===== config.mk =====
export PLATFORM = sky130hd
export DESIGN_NAME = serial_subtractor32
export DESIGN_NICKNAME = d
export VERILOG_FILES = /design/src/rtl/serial_sub_pkg.sv /design/src/rtl/serial_subtractor32_sub_digit.sv /design/src/rtl/serial_subtractor32.sv
export SDC_FILE = /design/constraint.sdc
export NUM_CORES = 1
export LEC_CHECK = 0
export ABC_CLOCK_PERIOD_IN_PS = 2500
export CAP_MARGIN = 20
export CORE_UTILIZATION = 54
export DETAILED_ROUTE_END_ITERATION = 10
export GPL_ROUTABILITY_DRIVEN = 0
export GPL_TIMING_DRIVEN = 0
export PLACE_DENSITY = 0.92
export SYNTH_ARGS = -nofsm -noshare
export SYNTH_HDL_FRONTEND = slang
export SYNTH_SLANG_ARGS = --single-unit

===== constraint.sdc =====
create_clock -name clk -period 2.5 [get_ports clk]
set_input_delay 0.625 -clock clk [delete_from_list [all_inputs] [get_ports clk]]
set_output_delay 0.625 -clock clk [all_outputs]
set_load 0.02 [all_outputs]

===== src/rtl/serial_sub_pkg.sv =====
// Shared types and sizing helpers for the digit-serial subtractor.
package serial_sub_pkg;

  typedef enum logic [1:0] {
    S_IDLE = 2'd0,
    S_RUN  = 2'd1,
    S_DONE = 2'd2
  } state_e;

  localparam int WIDTH_DEF = 32;
  localparam int DIGIT_DEF = 4;

  localparam logic OUT_FLAG_RST = 1'b0;

  function automatic int num_digits(input int width, input int digit);
    return width / digit;
  endfunction

  // One extra count value marks the settle cycle before DONE.
  function automatic int cnt_width(input int n);
    return $clog2(n + 1);
  endfunction

endpackage


===== src/rtl/serial_subtractor32_sub_digit.sv =====
// Combinational DIGIT-bit subtract slice: {bo, d} = x - y - bi.
module sub_digit #(
  parameter int DIGIT = 4
) (
  input  logic [DIGIT-1:0] x,
  input  logic [DIGIT-1:0] y,
  input  logic             bi,
  output logic [DIGIT-1:0] d,
  output logic             bo
);

  logic [DIGIT:0] res;

  // Top bit of the widened difference is set exactly when the result is negative.
  assign res = {1'b0, x} - {1'b0, y} - {{DIGIT{1'b0}}, bi};
  assign d   = res[DIGIT-1:0];
  assign bo  = res[DIGIT];

endmodule


===== src/rtl/serial_subtractor32.sv =====
// Digit-serial WIDTH-bit subtractor, diff = a - b - bin, DIGIT bits per clock.
// Optional signed-overflow output enabled by defining SERIAL_SUB_OVF_EN.
import serial_sub_pkg::*;

module serial_subtractor32 #(
  parameter int WIDTH = WIDTH_DEF,
  parameter int DIGIT = DIGIT_DEF
) (
  input  logic             clk,
  input  logic             rst,
  input  logic             in_valid,
  output logic             in_ready,
  input  logic [WIDTH-1:0] a,
  input  logic [WIDTH-1:0] b,
  input  logic             bin,
  output logic             out_valid,
  input  logic             out_ready,
  output logic [WIDTH-1:0] diff,
  output logic             bout
`ifdef SERIAL_SUB_OVF_EN
  , output logic           ovf
`endif
);

  localparam int N     = num_digits(WIDTH, DIGIT);
  localparam int CNT_W = cnt_width(N);

  if (WIDTH % DIGIT != 0) begin : g_bad_digit
    $error("serial_subtractor32: DIGIT must divide WIDTH");
  end

  state_e             state_q, state_d;
  logic [WIDTH-1:0]   a_q, a_d;
  logic [WIDTH-1:0]   b_q, b_d;
  logic [WIDTH-1:0]   diff_q, diff_d;
  logic               borrow_q, borrow_d;
  logic [CNT_W-1:0]   cnt_q, cnt_d;
  logic [DIGIT-1:0]   dig_d;
  logic               dig_bo;
  logic               last_run;

  sub_digit #(.DIGIT(DIGIT)) u_sub_digit (
    .x  (a_q[DIGIT-1:0]),
    .y  (b_q[DIGIT-1:0]),
    .bi (borrow_q),
    .d  (dig_d),
    .bo (dig_bo)
  );

  // Ready is withheld while reset is asserted even though the state is already IDLE.
  assign in_ready  = (state_q == S_IDLE) && !rst;
  assign out_valid = (state_q == S_DONE);
  assign diff      = diff_q;
  assign bout      = borrow_q;
  assign last_run  = (state_q == S_RUN) && (cnt_q == CNT_W'(N));

  always_comb begin
    state_d  = state_q;
    a_d      = a_q;
    b_d      = b_q;
    diff_d   = diff_q;
    borrow_d = borrow_q;
    cnt_d    = cnt_q;
    case (state_q)
      S_IDLE: begin
        if (in_valid && in_ready) begin
          a_d      = a;
          b_d      = b;
          borrow_d = bin;
          cnt_d    = '0;
          state_d  = S_RUN;
        end
      end
      S_RUN: begin
        if (cnt_q == CNT_W'(N)) begin
          state_d = S_DONE;
        end else begin
          a_d      = a_q >> DIGIT;
          b_d      = b_q >> DIGIT;
          diff_d   = {dig_d, diff_q[WIDTH-1:DIGIT]};
          borrow_d = dig_bo;
          cnt_d    = cnt_q + CNT_W'(1);
        end
      end
      S_DONE: begin
        if (out_ready) state_d = S_IDLE;
      end
      default: state_d = S_IDLE;
    endcase
  end

  always_ff @(posedge clk) begin
    if (rst) begin
      state_q  <= S_IDLE;
      a_q      <= '0;
      b_q      <= '0;
      diff_q   <= '0;
      borrow_q <= OUT_FLAG_RST;
      cnt_q    <= '0;
    end else begin
      state_q  <= state_d;
      a_q      <= a_d;
      b_q      <= b_d;
      diff_q   <= diff_d;
      borrow_q <= borrow_d;
      cnt_q    <= cnt_d;
    end
  end

`ifdef SERIAL_SUB_OVF_EN
  logic a_s_q, b_s_q, ovf_q;

  always_ff @(posedge clk) begin
    if (rst) begin
      a_s_q <= 1'b0;
      b_s_q <= 1'b0;
      ovf_q <= OUT_FLAG_RST;
    end else begin
      if (in_valid && in_ready) begin
        a_s_q <= a[WIDTH-1];
        b_s_q <= b[WIDTH-1];
      end
      if (last_run) ovf_q <= (a_s_q != b_s_q) && (diff_q[WIDTH-1] != a_s_q);
    end
  end

  assign ovf = ovf_q;
`endif

endmodule


==> out/results.ini <==
[sta]
period_minus_slack_ps=2410
holdWs_ps=465
hold_viol_final=0
rsz0062_at_grt=no
finalClockSkew_ps=13.8
setup_violations=0
maxSlewViolCount=0
max_freq_ghz=0.415
max_slew_margin=0.544
layout_setup_ws_ps=88.9
tightest_slew_ps=684
tns_ps=0
period_share=0.964

[finish]
fin_nets=733
fill_cells=566
area_delta_synth_final_pct=29.4
drive_gt1_frac=0.110
multi_input_area_um2=2160
ff_latch_area_um2=2060
n_antenna_cell=0

[synthesis]
yosysUniqueCellTypes=31
synth_common_cells=nand2_1 (175), dfxtp_1 (103), nor2_1 (70)
yosysTopAreaCell=dfxtp_1
synth_area_per_cell_um2=8.32
synth_nets=620
ys_seq_area_frac=0.457
ys_top_cells_by_area=dfxtp_1 (46%), nand2_1 (15%), a311oi_2 (10%)
synthFlopType=dfxtp_1
synthCells=543
postSynth.asyncResetShare=0
syn-cell-area_um2=4520
yosysMostFrequentCell=nand2_1
synth_edf_count=0
ys_warn_count=0
synth_seq_cells=103
synth_top_area_share=0.457

[drt]
ant_nets=0
routedWlPerCell_um=14.3
num_vias=4241
dr.pass1.iters=6
first_iter_violations=247
finalWirelength_mm=10.9
route.detailed.drc=0
vias_per_cell=5.56

[worst_setup_path]
crit_family=buffers and inverters
cpMaxStageDelayCell=clkdlybuf4s50_1
start_kind=flip-flop
end_kind=primary output
cp_data_arrival_time_ps=1790
crit_chain=nor3_1, clkdlybuf4s50_1
max_stage_delay_ps=680
crit_type=flip-flop to primary output
crit_fanout=5
cp_num_buf_inv=1
required_ps=1880

[die]
initial_utilization=0.573
design.die.area_um2=8730
fp.dieW_um=93.5
coreArea_um2=7890
row_count=32
die_h_um=93.5
ioPinCount=104

[global_route]
grt_max_degree=19
antenna_found_initial=0
grt_pass1_vias=4129
grt.total_usage=0.265
grt_first_pass_wirelength_mm=18.3
grt_overflow_total=0

[place]
portBuffers=102
dp_hpwl_mm=8.31
dp_slack_ps=133

[clock_network]
cts_buffers=9
cts_setup_buffers=0
post_cts_resized=0
clockBufferDepth=2
cts_num_sinks=103
cts_max_level=3
cts_root_buf=clkbuf_8
cts_hold_buf=0
clk_pin_slew_ps=100
cts_tree=yes
clk_latency_ps=380

[min_path]
worstHoldPathType=flip-flop to flip-flop

[pwr]
max-vdd-ir-drop_uv=334
leakagePower_nw=2.12
pwr_density_cell_nw_per_um2=597

[outcome]
status=finished clean

[run]
maxCapViolations=0

-- flip-flops by register name, summed over array words and instances (netlist names) --
register  count
b_q          32
cnt_q         4
bout          1
a_q          32
diff         32
state_q       2
-- stage by stage --
stage / instances / total power [mW] / utilization / instance area (um2)
after floorplan: 543 / 2.29 / - / 4520
after global placement: 747 / 2.51 / 0.718 / 5670
final: 763 / 3.49 / 0.741 / 5850
after CTS: 763 / 3.48 / 0.741 / 5850
after detailed placement: 747 / 2.54 / 0.718 / 5670
after global routing: 763 / 3.65 / 0.741 / 5850
-- kinds of logic after synthesis --
logic type	share of synthesized area
compound gates	0.220
simple gates	0.226
fa+ha+maj	0.0255
xor+xnor	0.00582
buf+inv	0.0662
flops	0.457
-- layout make-up --
| type | instances | share of cell area |
|---|---|---|
| tap | 102 | 0.0218 |
| clock inverter | 7 | 0.00963 |
| multi-input combinational | 378 | 0.369 |
| timing repair buffer | 102 | 0.175 |
| buffer | 47 | 0.0415 |
| inverter | 15 | 0.00963 |
| sequential | 103 | 0.353 |
| clock buffer | 9 | 0.0212 |
-- worst register-to-register path: stages, from the launching register on --
cell,delay [ps]
dfxtp_1,410
inv_1,70
ha_1,190
and3b_1,160
clkbuf_1,170
nor2_1,400
buf_2,300
nand2_1,90
a21oi_1,130
-- path summary, 6_finish.rpt --
path | from | to | slack, ps | depth (start not counted)
worst min register to register | diff[0]$_SDFFE_PP0P_ | diff[0]$_SDFFE_PP0P_ | 460 | 2
worst max-delay path | state_q[0]$_SDFFE_PP0P_ | in_ready | 90 | 2
worst min-delay path | diff[0]$_SDFFE_PP0P_ | diff[0]$_SDFFE_PP0P_ | 460 | 2
worst max register to register | cnt_q[0]$_SDFFE_PP0P_ | diff[9]$_SDFFE_PP0P_ | 520 | 8
-- metal layers --
metal | track usage | part of all wire | wire length [um] | up-vias
li1 | - | - | - | 2070
met1 | 0.322 | 0.42 | 4640 | 1994
met2 | 0.445 | 0.49 | 5390 | 147
met3 | 0.0577 | 0.052 | 564 | 30
met4 | 0.124 | 0.031 | 341 | 0
met5 | 0 | 0 | 0 | -
-- placed cells by master, fill, tap and decap left out, types with 4 or more instances in the layout --
master / instances
nand2_1: 175
dfxtp_1: 103
clkdlybuf4s50_1: 102
nor2_1: 70
a21oi_1: 33
a311oi_2: 30
a311oi_1: 26
clkbuf_1: 22
buf_2: 17
inv_1: 15
a22oi_1: 10
clkbuf_8: 9
ha_1: 6
buf_6: 4
buf_4: 4
-- power breakdown --
part	switching (mW)	internal, mW	total [mW]	leakage [nW]
Sequential	0.0702	1.75	1.82	0.844
Clock	0.602	0.372	0.973	0.0838
Combinational	0.375	0.316	0.692	1.19
Total	1.05	2.44	3.49	2.12
No activity file was read; power rests on OpenSTA's default activity.
